File: src/rtl/opc5ls_memctl.sv
// OPC5LS CPU-to-memory controller: latches a CPU access, handshakes with memory, stalls via clken.
// Optional REQ-phase timeout with sticky bus_err is enabled by defining MEMCTL_TIMEOUT_EN.
module opc5ls_memctl #(
    parameter int unsigned WAIT_STATES = 1,
    parameter int unsigned TIMEOUT     = 255
) (
    input  logic        clk,
    input  logic        reset,
    input  logic [15:0] address,
    input  logic [15:0] dout,
    input  logic        rnw,
    input  logic        vda,
    input  logic        vpa,
    output logic [15:0] din,
    output logic        clken,
    output logic [15:0] mem_addr,
    output logic [15:0] mem_wdata,
    output logic        mem_req,
    output logic        mem_we,
    input  logic [15:0] mem_rdata,
    input  logic        mem_ack,
    output logic        bus_err
);

    if (WAIT_STATES > 15) begin : g_bad_wait_states
        $error("WAIT_STATES must be in 0..15");
    end
    if (TIMEOUT < 1 || TIMEOUT > 255) begin : g_bad_timeout
        $error("TIMEOUT must be in 1..255");
    end

    typedef enum logic [1:0] {StIdle, StReq, StWait, StDone} state_e;

    localparam logic [3:0] WaitLoad = (WAIT_STATES > 0) ? 4'(WAIT_STATES - 1) : 4'd0;

    state_e      state_q, state_d;
    logic [15:0] din_q, din_d;
    logic [15:0] addr_q, addr_d;
    logic [15:0] wdata_q, wdata_d;
    logic        rnw_q, rnw_d;
    logic        mem_req_q, mem_req_d;
    logic        mem_we_q, mem_we_d;
    logic [3:0]  wait_q, wait_d;
    logic        mreq;

`ifdef MEMCTL_TIMEOUT_EN
    localparam logic [7:0] TmoLast = 8'(TIMEOUT - 1);
    logic [7:0] tmo_q, tmo_d;
    logic       bus_err_q, bus_err_d;
`endif

    assign mreq = vda | vpa;

    always_comb begin
        state_d   = state_q;
        din_d     = din_q;
        addr_d    = addr_q;
        wdata_d   = wdata_q;
        rnw_d     = rnw_q;
        mem_req_d = mem_req_q;
        mem_we_d  = mem_we_q;
        wait_d    = wait_q;
`ifdef MEMCTL_TIMEOUT_EN
        tmo_d     = tmo_q;
        bus_err_d = bus_err_q;
`endif
        case (state_q)
            StIdle: begin
                if (mreq) begin
                    addr_d    = address;
                    wdata_d   = dout;
                    rnw_d     = rnw;
                    mem_req_d = 1'b1;
                    mem_we_d  = ~rnw;
                    state_d   = StReq;
`ifdef MEMCTL_TIMEOUT_EN
                    tmo_d     = 8'd0;
`endif
                end
            end
            StReq: begin
                // An ack in the expiry cycle still completes normally.
                if (mem_ack) begin
                    mem_req_d = 1'b0;
                    mem_we_d  = 1'b0;
                    if (rnw_q) begin
                        din_d = mem_rdata;
                    end
                    if (WAIT_STATES > 0) begin
                        state_d = StWait;
                        wait_d  = WaitLoad;
                    end else begin
                        state_d = StDone;
                    end
                end
`ifdef MEMCTL_TIMEOUT_EN
                else if (tmo_q == TmoLast) begin
                    mem_req_d = 1'b0;
                    mem_we_d  = 1'b0;
                    if (rnw_q) begin
                        din_d = 16'hFFFF;
                    end
                    bus_err_d = 1'b1;
                    state_d   = StDone;
                end else begin
                    tmo_d = tmo_q + 8'd1;
                end
`endif
            end
            StWait: begin
                if (wait_q == 4'd0) begin
                    state_d = StDone;
                end else begin
                    wait_d = wait_q - 4'd1;
                end
            end
            StDone:  state_d = StIdle;
            default: state_d = StIdle;
        endcase
    end

    always_ff @(posedge clk) begin
        if (reset) begin
            state_q   <= StIdle;
            din_q     <= 16'h0000;
            addr_q    <= 16'h0000;
            wdata_q   <= 16'h0000;
            rnw_q     <= 1'b0;
            mem_req_q <= 1'b0;
            mem_we_q  <= 1'b0;
            wait_q    <= 4'd0;
`ifdef MEMCTL_TIMEOUT_EN
            tmo_q     <= 8'd0;
            bus_err_q <= 1'b0;
`endif
        end else begin
            state_q   <= state_d;
            din_q     <= din_d;
            addr_q    <= addr_d;
            wdata_q   <= wdata_d;
            rnw_q     <= rnw_d;
            mem_req_q <= mem_req_d;
            mem_we_q  <= mem_we_d;
            wait_q    <= wait_d;
`ifdef MEMCTL_TIMEOUT_EN
            tmo_q     <= tmo_d;
            bus_err_q <= bus_err_d;
`endif
        end
    end

    always_comb begin
        clken = 1'b1;
        if (!reset) begin
            case (state_q)
                StIdle:  clken = ~mreq;
                StReq:   clken = 1'b0;
                StWait:  clken = 1'b0;
                StDone:  clken = 1'b1;
                default: clken = 1'b1;
            endcase
        end
    end

    assign din       = din_q;
    assign mem_addr  = addr_q;
    assign mem_wdata = wdata_q;
    assign mem_req   = mem_req_q;
    assign mem_we    = mem_we_q;
`ifdef MEMCTL_TIMEOUT_EN
    assign bus_err   = bus_err_q;
`else
    assign bus_err   = 1'b0;
`endif

endmodule
File: config.mk
export PLATFORM = sky130hd
export DESIGN_NAME = opc5ls_memctl
export DESIGN_NICKNAME = d
export VERILOG_FILES = /design/src/rtl/opc5ls_memctl.sv
export SDC_FILE = /design/constraint.sdc
export NUM_CORES = 1
export LEC_CHECK = 0
export BUFFER_PORTS_ARGS = -buffer_cell sky130_fd_sc_hd__buf_2
export CORE_MARGIN = 4
export CORE_UTILIZATION = 44
export DETAILED_ROUTE_END_ITERATION = 16
export PLACE_DENSITY = 0.77
export SETUP_SLACK_MARGIN = 0.15
export SLEW_MARGIN = 10
export SYNTH_ARGS = -nofsm -noshare
export SYNTH_HDL_FRONTEND = slang
export SYNTH_SLANG_ARGS = --single-unit
File: constraint.sdc
create_clock -name clk -period 3.8 [get_ports clk]
set_clock_uncertainty 0.05 [all_clocks]
set_input_delay 0.38 -clock clk [delete_from_list [all_inputs] [get_ports clk]]
set_output_delay 0.38 -clock clk [all_outputs]
set_load 0.02 [all_outputs]
==> metrics, run 1 <==
GRT Overall Usage=between 10% and 20%; Core ar.=between 0.004 and 0.005 sq mm; cts bufs inserted=9; Post-DP HPWL=3.84 mm; Final WS setup=about 1700 ps; Worst-Margin Slew=675 ps; Inst Count DP=435; Root Buffer=clkbuf_8; Design Area, Final=between 0.002 and 0.003 sq mm; Yosys reg bits=57; Synth Area per Inst=a little under 8 sq um; sequential element share of the synthesized area=a little over half; sequential share of power=about two fifths; post-CTS sizing=0; # diodes=0; length of the first detailed-routing pass in iterations=4; CP Capture Type=primary output; VDD IR max=roughly 0.45 mV; P_leak=about 0.0014 uW; Area after DPL=0.00274 sq mm; H-tree Lvls=3; Hold EP=mem_addr[12]; worst skew pair latency=320 ps; max_cap viols=0; net switching power=755 uW; switching share of power=between 30% and 40%; Clock Sinks=57; initial antenna violation count=0; Final #Nets=approximately 440; pwr/cell area=just under 700 mW/mm^2; DIE AREA=0.00618 sq mm; layout cell share with drive strength beyond 1=between 30% and 40%; P_int=roughly 1200 uW; Initial Util=a little under half; min-delay src=address[12]; synth unique cells=29; share of flip-flops with an asynchronous set or reset=0%; CP Data Arrival Time=1700 ps; Comb pwr share=a little over a third; synthesized cell area=~0.0022 sq mm; # Post-CTS Setup Buffers=0; setup slack, reg-to-reg=~2000 ps; Worst R2R Path Depth=7; Main synth FF type=dfxtp_1; Clk pwr share=~25%; Layout area overhead=33.1%; IO Pins=106; Total Wirelength=just over 5 mm; final setup fails=0; Tcrit/Tclk final=56.1%; Residual DRC=0; number of DRC markers in iteration 0=77; final std cells w/o fill=450; PortBufs=approximately 100; hold slack=between 200 and 250 ps; crit path time final=approximately 2100 ps; vias in the first global route=1940; DIE WIDTH=78.6 microns; crit path kind=reg -> out; Setup crit start kind=flop; Final ANT Viol Nets=0; total negative setup slack=0 ps; cts hold-fix bufs=0; worst-path fanout max=5; Rel. slew slack=between 50 and 60%; clock slew at reported path FFs=roughly 60 ps; critical path required time=approximately 3400 ps; Max Clk Rate=around 470 MHz; Mapped Nets=around 340; vias per cell=~4.7; status=completed; WL/cell=11.5 microns; largest net degree at the start of global routing=39; Rows=25; setup slack at placement=around 1900 ps; Critical R2R Launch=state_q[1]; Die H=a little under 80 microns; Worst Hold Class=in -> reg; global-route wire length before repair=8.40 mm; RSZ-0062 raised after global routing=no; Placer Congestion=around 0.8; CTS tree=yes; endpoints failing hold=0; Max Root-Sink Buffers=2; fill cell total of the finished layout=470; Post-synth EDFFs=0; Hold Crit Depth=3; RR Endpoint=mem_addr[4]; Post-Synthesis Cells=~280; YS warnings=0; GRT Residual Overflow=0; Max Slew Vio Count=0; Vias=2124
## cells in the final DEF (no fill, tap or decap), types with 4 or more instances in the layout
| cell type | count |
|---|---|
| clkbuf_8 | 9 |
| buf_2 | 104 |
| dfxtp_1 | 57 |
| ha_1 | 6 |
| nand2_1 | 99 |
| a21oi_1 | 55 |
| inv_1 | 5 |
| nor3_1 | 4 |
| o21ai_0 | 4 |
| nor2_1 | 9 |
## stage by stage
step | utilization [%] | total power (uW)
detailed placement | 57.3 | 1510
floorplan | - | 1290
CTS | 61.0 | 2030
finish | 61.0 | 2000
global placement | 57.3 | 1490
global route | 61.0 | 2150
## kinds of logic after synthesis
| kind of cell | share of synthesized area (%) |
|---|---|
| buffers and inverters | 4.62 |
| muxes | 0.456 |
| DFF | 52.0 |
| adders and majority gates | 3.42 |
| and+or+nand+nor | 24.3 |
| other | 0.171 |
| AOI/OAI and AO/OA | 15.0 |
## flip-flops by register name, summed over array words and instances (netlist names)
signal / cells
wait_q: 4
rnw_q: 1
mem_wdata: 16
state_q: 2
mem_addr: 16
din: 16
mem_we: 1
mem_req: 1
## cells in the mapped netlist (2+ instances only)
| library cell | count | area share, % |
|---|---|---|
| nand2_1 | 99 | 17 |
| dfxtp_1 | 57 | 52 |
| a21oi_1 | 55 | 13 |
| nor2_1 | 10 | 1.7 |
| buf_2 | 8 | 1.8 |
| clkbuf_1 | 8 | 1.4 |
| ha_1 | 6 | 3.4 |
| inv_1 | 5 | 0.86 |
| nor3_1 | 4 | 0.91 |
| o21ai_0 | 4 | 0.91 |
| nand3_1 | 2 | 0.46 |
| nor2b_1 | 2 | 0.57 |
| nor3b_1 | 2 | 0.68 |
| or3_1 | 2 | 0.57 |
## area by class of cell
cell class	count	area (sq um)	share of cell area (%)
inverters	5	18.8	0.643
flip-flops and latches	57	1140	39.1
clock buffers	11	131	4.50
multi-input cells	199	957	32.8
repair buffers	107	543	18.6
clock inverters	4	45.0	1.54
well taps	67	83.8	2.87
## how the worst max path moves through the flow
| stage | startpoint | slack (ps) | to |
|---|---|---|---|
| 2_1_floorplan | wait_q[0] | 2190 | wait_q[2] |
| 3_3_place_gp | state_q[0] | 2060 | mem_wdata[13] |
| 3_5_place_dp | state_q[1] | 1950 | mem_addr[1] |
| 4_1_cts | state_q[1] | 1660 | clken |
| 5_1_grt | state_q[1] | 1510 | clken |
| 6_report | state_q[1] | 1670 | clken |
## power groups by stage
stage | logic [uW] | registers (uW) | clock network [uW]
floorplan | 394 | 897 | 0
global placement | 719 | 775 | 0
detailed placement | 734 | 780 | 0
CTS | 737 | 768 | 526
global route | 807 | 782 | 558
finish | 727 | 767 | 510
## critical path, cell delays in order (launching register included)
cell	delay, ps
dfxtp_1	340
inv_1	100
ha_1	250
nor3b_1	390
a211o_1	150
buf_2	160
## layer usage
| metal | routed length, microns | vias up | GRT usage, % |
|---|---|---|---|
| met2 | 2660 | 63 | 30.3 |
| li1 | - | 1106 | - |
| met3 | 289 | 7 | 3.44 |
| met5 | 0 | - | 0 |
| met4 | 88 | 0 | 8.92 |
| met1 | 2160 | 948 | 18.8 |
(Power assumes the default switching activity.)
==> inputs of run 2 (changes only) <==
--- a/config.mk
+++ b/config.mk
@@ -5,11 +5,12 @@
 export SDC_FILE = /design/constraint.sdc
 export NUM_CORES = 1
 export LEC_CHECK = 0
+export ABC_AREA = 1
 export BUFFER_PORTS_ARGS = -buffer_cell sky130_fd_sc_hd__buf_2
 export CORE_MARGIN = 4
-export CORE_UTILIZATION = 44
+export CORE_UTILIZATION = 41
 export DETAILED_ROUTE_END_ITERATION = 16
-export PLACE_DENSITY = 0.77
+export PLACE_DENSITY = 0.75
 export SETUP_SLACK_MARGIN = 0.15
 export SLEW_MARGIN = 10
 export SYNTH_ARGS = -nofsm -noshare
==> constraint.sdc (replaced) <==
create_clock -name clk -period 1.7 [get_ports clk]
set_clock_uncertainty 0.05 [all_clocks]
set_input_delay 0.17 -clock clk [delete_from_list [all_inputs] [get_ports clk]]
set_output_delay 0.17 -clock clk [all_outputs]
set_load 0.02 [all_outputs]
==> run 2 against run 1 <==
Die area rose by 8.5%. Power rose to 2.6 times the previous value. Synthesized cell count rose by 6.1%. Wire length rose by 12%. Global-route usage rose by 0.97 points. Via count rose by 6.9%. Setup slack got worse by 1500 ps. Utilization rose by 0.52 points. Sequential cell count did not move. Critical path type unchanged. Critical endpoint unchanged. Largest cell class unchanged.
==> metrics, run 2 <==
Core ar.=0.00520 sq mm; Vias=approximately 2300; total negative setup slack=0 ps; DIE WIDTH=between 80 and 90 microns; switching share of power=between 40% and 50%; most frequent cell after synthesis=nor2_1; Layout area overhead=43.2%; Rows=26; CTS tree=yes; Yosys reg bits=between 50 and 60; Post-synth EDFFs=0; Die H=between 80 and 90 microns; H-tree Lvls=3; GRT Overall Usage=17.9%; clock slew at reported path FFs=roughly 70 ps; final core utilization=about three fifths; endpoints failing hold=0; VDD IR max=approximately 0.82 mV; global-route wire length before repair=9.25 mm; synthesized cell area=roughly 0.0022 sq mm; cts bufs inserted=9; Synth area leader=dfxtp_1; Total Wirelength=roughly 5.8 mm; CP Data Arrival Time=around 1300 ps; Post-DP HPWL=slightly below 4 mm; # diodes=0; Final WS setup=177 ps; Max Clk Rate=between 600 and 700 MHz; Synth top area share=51.0%; number of DRC markers in iteration 0=80; P_leak=roughly 0.0016 uW; Root Buffer=clkbuf_8; Clk pwr share=approximately a fifth; Setup crit start kind=flop; Residual DRC=0; Register Area=between 0.001 and 0.0015 sq mm; Mapped Nets=between 300 and 400; length of the first detailed-routing pass in iterations=4; P_int=between 3000 and 4000 uW; crit path kind=reg -> out; commonest non-fill, non-tap cell in the layout=buf_2; share of flip-flops with an asynchronous set or reset=0%; Synth Area per Inst=approximately 7.6 sq um; vias in the first global route=between 2000 and 2500; Power, Total=approximately 5200 uW; WL/cell=11.8 microns; setup slack at placement=about 140 ps; crit path time final=between 1500 and 2000 ps; crit path capture=clken; YS warnings=0; layout cell share with drive strength beyond 1=approximately a third; sequential share of power=about 37%; worst-path fanout max=3; Worst Setup SP=state_q[0]; Final ANT Viol Nets=0; fill cell total of the finished layout=around 470; DIE AREA=between 0.006 and 0.007 sq mm; Worst R2R Path Depth=9; multi-input logic area=about 920 sq um; setup slack, reg-to-reg=between 200 and 300 ps; Post-Synthesis Cells=around 300; RR Endpoint=wait_q[3]; initial antenna violation count=0; critical path required time=1480 ps; max_cap viols=0; Worst Hold Class=in -> reg; top post-synthesis cells by area=dfxtp_1 51%, nor2_1 12%, o21ai_0 10%; Max Slew Vio Count=0; synth unique cells=20; vias per cell=roughly 4.6; net switching power=between 2000 and 2500 uW; IO Pins=106; RSZ-0062 raised after global routing=yes; Comb pwr share=about two fifths; status=completed; Critical R2R Launch=state_q[0]; PortBufs=roughly 100; Tcrit/Tclk final=around 90%; Max Root-Sink Buffers=2; Final #Nets=approximately 480; Commonest cells post-synth=72 x nor2_1, 57 x dfxtp_1, 46 x o21ai_0, 33 x inv_1, 23 x a21oi_1; Main synth FF type=dfxtp_1; largest net degree at the start of global routing=33; Clock Sinks=57; worst skew pair latency=between 300 and 400 ps; sequential element share of the synthesized area=approximately half; Placer Congestion=around 0.81; final setup fails=0; GRT Residual Overflow=0; most frequent cells in the layout=103 x buf_2, 72 x nor2_1, 55 x dfxtp_1; pwr/cell area=approximately 1600 mW/mm^2; CP Capture Type=primary output; Initial Util=a little over two fifths; hold slack=roughly 10 ps
-- run 2: cell types whose count changed after synthesis, sizes merged, moves of 3 or more --
cell,delta
nor3,-4
nor2,+62
nand2,-77
nand3,+8
inv,+30
a21oi,-31
o21ai,+44
buf,-3
-- run 2: layout make-up --
| class | instances | share of cell area (%) |
|---|---|---|
| Multi-Input combinational cell | 189 | 28.6 |
| Inverter | 35 | 4.34 |
| Timing Repair Buffer | 125 | 22.9 |
| Tap cell | 70 | 2.73 |
| Sequential cell | 57 | 35.8 |
| Clock inverter | 6 | 1.33 |
| Clock buffer | 10 | 4.30 |
-- run 2: power groups by stage --
stage	clock network [uW]	registers, uW	logic, uW
final	1110	1940	2190
after global routing	1200	1980	2480
after CTS	1150	1930	2150
after detailed placement	0	1930	2080
after global placement	0	1930	2030
after floorplan	0	2310	1080
-- run 2: worst min-delay path by stage --
stage                     cells after the start        start            end
after floorplan                               1        reset        mem_req
after global placement                        3     dout[12]  mem_wdata[12]
after detailed placement                      3  address[14]   mem_addr[14]
after CTS                                     3     dout[11]  mem_wdata[11]
after global routing                          3      dout[6]   mem_wdata[6]
final                                         3   address[6]    mem_addr[6]
-- run 2: logic make-up after synthesis --
| family | Yosys count | share of synthesized area [%] |
|---|---|---|
| AO/OA/AOI/OAI | 75 | 17.5 |
| flip-flops | 57 | 51.0 |
| buffers and inverters | 50 | 9.12 |
| adder cells (fa/ha/maj) | 6 | 3.36 |
| AND/OR/NAND/NOR | 107 | 18.8 |
| other | 1 | 0.168 |
-- run 2: metal layers --
metal,GRT usage [%],wire length [microns]
met3,7.24,627
met4,8.80,65
met1,19.5,2470
met2,30.1,2640
met5,0,0
-- run 2: metrics by stage --
stage / instance area [sq um] / instances
after CTS: 3180 / 492
final: 3200 / 492
after global placement: 2820 / 460
after global routing: 3200 / 492
after floorplan: 2240 / 296
after detailed placement: 2820 / 460
-- run 2: timing repair --
action                                  4_1_cts  5_1_grt
hold endpoints to repair                     16        0
pin swaps                                     2        2
hold buffers                                 15        0
endpoints found under the setup margin       13       16
gates resized for setup                       8       11
setup buffers                                 1        0
-- run 2: worst max-delay path: stages, from the launching register on --
cell and delay, ps:
dfxtp_2 340, inv_2 90, ha_4 160, inv_4 50
a21oi_2 130, nand2_2 80, buf_6 130
==> inputs of run 3 (changes only) <==
--- a/config.mk
+++ b/config.mk
@@ -6,11 +6,11 @@
 export NUM_CORES = 1
 export LEC_CHECK = 0
 export ABC_AREA = 1
-export BUFFER_PORTS_ARGS = -buffer_cell sky130_fd_sc_hd__buf_2
+export BUFFER_PORTS_ARGS = -buffer_cell sky130_fd_sc_hd__buf_4
 export CORE_MARGIN = 4
-export CORE_UTILIZATION = 41
+export CORE_UTILIZATION = 44
 export DETAILED_ROUTE_END_ITERATION = 16
-export PLACE_DENSITY = 0.75
+export PLACE_DENSITY = 0.76
 export SETUP_SLACK_MARGIN = 0.15
 export SLEW_MARGIN = 10
 export SYNTH_ARGS = -nofsm -noshare
==> constraint.sdc (replaced) <==
create_clock -name clk -period 1.8 [get_ports clk]
set_clock_uncertainty 0.05 [all_clocks]
set_input_delay 0.18 -clock clk [delete_from_list [all_inputs] [get_ports clk]]
set_output_delay 0.18 -clock clk [all_outputs]
set_load 0.02 [all_outputs]
==> run 3 against run 2 <==
Via count decreased by 1.4%. Non-clock buffer count is 16 lower. Global-route usage up 1.8 points. Setup slack better by 38 ps. Wire length increased by 2.2%. Sequential power shrank 6%. Cell count down 3.9%. First-iteration DRC count increased by 34%. Critical path type unchanged. Largest power group unchanged.
==> metrics, run 3 (same netlist as run 2, synthesis figures left out) <==
Residual DRC=0; Critical R2R Launch=state_q[1]; H-tree Lvls=3; VDD IR max=1.02 mV; largest net degree at the start of global routing=46; global-route wire length before repair=~9.9 mm; WL/cell=~13 microns; Power, Total=roughly 5200 uW; crit path kind=reg -> out; Setup crit start kind=flop; status=completed; Root Buffer=clkbuf_8; M2 GR Usage=between 30% and 40%; P_leak=between 0.0015 and 0.002 uW; worst skew pair latency=320 ps; CTS tree=yes; Placer Congestion=just under 0.9; Clock Sinks=57; vias in the first global route=roughly 2200; most frequent cells in the layout=106 x buf_4, 72 x nor2_1, 57 x dfxtp_1; CP Data Arrival Time=1360 ps; Max Slew Vio Count=0; cts bufs inserted=9; Worst R2R Path Depth=8; Final ANT Viol Nets=0; setup slack at placement=242 ps; vias per cell=4.74; layout cell share with drive strength beyond 1=approximately 31%; GRT Overall Usage=about a fifth; max_cap viols=0; Worst Hold Class=in -> reg; RR Endpoint=wait_q[3]; Layout area overhead=47.4%; endpoints failing hold=0; RSZ-0062 raised after global routing=yes; crit path time final=~1600 ps; critical path required time=around 1600 ps; CP Capture Type=primary output; Max Clk Rate=631 MHz; clock slew at reported path FFs=~70 ps; Post-DP HPWL=~4.2 mm; Rows=25; Worst Setup SP=state_q[1]; Tcrit/Tclk final=between 80% and 90%; DIE AREA=0.00629 sq mm; setup slack, reg-to-reg=~320 ps; Total Wirelength=around 6 mm; final setup fails=0; worst-path fanout max=4; crit path capture=clken; Final WS setup=approximately 210 ps; # diodes=0; commonest non-fill, non-tap cell in the layout=buf_4; Vias=about 2200; Final #Nets=about 460; met3 usage=between 8 and 9%; # Post-CTS Setup Buffers=0; length of the first detailed-routing pass in iterations=4; met1 Resource Use GR=23.0%; pwr/cell area=1580 mW/mm^2; Max Root-Sink Buffers=2; number of DRC markers in iteration 0=approximately 110; PortBufs=104; IO Pins=about 110; DIE WIDTH=79.3 microns; initial antenna violation count=0; Top Usage Layer GRT=met2; Core ar.=0.00482 sq mm; Die H=79.3 microns; total negative setup slack=0 ps; Initial Util=between 40% and 50%; GRT Residual Overflow=0
run 3: changes by cell type in the layout (fill, tap and decap cells not counted), moves of 2 or more:
cell           before  now
buf_4               5  106
dfxtp_1            55   57
clkbuf_8           10   12
inv_1              29   32
dlygate4sd3_1      15    1
clkbuf_1            0    2
nand2_2             2    0
inv_4               3    1
buf_2             103    0
nand2_1            20   22
clkinvlp_4          2    0
run 3: report_power, final:
group          internal [uW]  leakage (uW)  switching (uW)  total, uW
Sequential              1630      0.000469             207       1830
Combinational            849       0.00102            1320       2170
Clock                    752      0.000107             464       1220
Total                   3230       0.00160            1990       5220
run 3: metal layers:
layer / vias up / part of all wire [%]
met3: 6 / 9.2
met5: - / 0
met4: 0 / 1.2
met1: 1007 / 41
met2: 80 / 49
li1: 1147 / -
run 3: critical path, cell delays in order, from the launching register on:
cell and delay [ps]:
dfxtp_1 340, inv_1 90, ha_2 200, inv_2 60, a21oi_1 120, nand2_1 80
buf_4 160
run 3: final cells by class:
class / instances / area, sq um
fill: 421 / 1520
timing repair buffer: 109 / 837
sequential: 57 / 1140
clock inverter: 2 / 35.0
clock buffer: 14 / 173
tap: 67 / 83.8
inverter: 35 / 134
multi-input combinational: 189 / 895
run 3: worst min path at each step:
stage	startpoint	endpoint	slack, ps	cells after the start
finish	address[9]	mem_addr[9]	30	3
global route	address[13]	mem_addr[13]	10	3
CTS	address[12]	mem_addr[12]	9	3
detailed placement	reset	mem_we	340	2
global placement	reset	mem_we	340	2
floorplan	reset	mem_req	200	1
run 3: through the flow:
stage | cell area (sq um) | hold WS, ps | utilization [%] | instances
2_1_floorplan | 2240 | 199 | - | 296
3_3_place_gp | 3070 | 336 | 63.8 | 456
3_5_place_dp | 3070 | 336 | 63.8 | 456
4_1_cts | 3290 | 8.71 | 68.3 | 473
5_1_grt | 3300 | 11.6 | 68.5 | 473
6_report | 3300 | 26.0 | 68.5 | 473
run 3: what timing repair did:
action,in CTS,in global routing
setup endpoints to repair,1,5
hold buffers,1,0
hold endpoints to repair,2,0
gates resized for setup,1,4
pin swaps,0,0
gates cloned,0,0
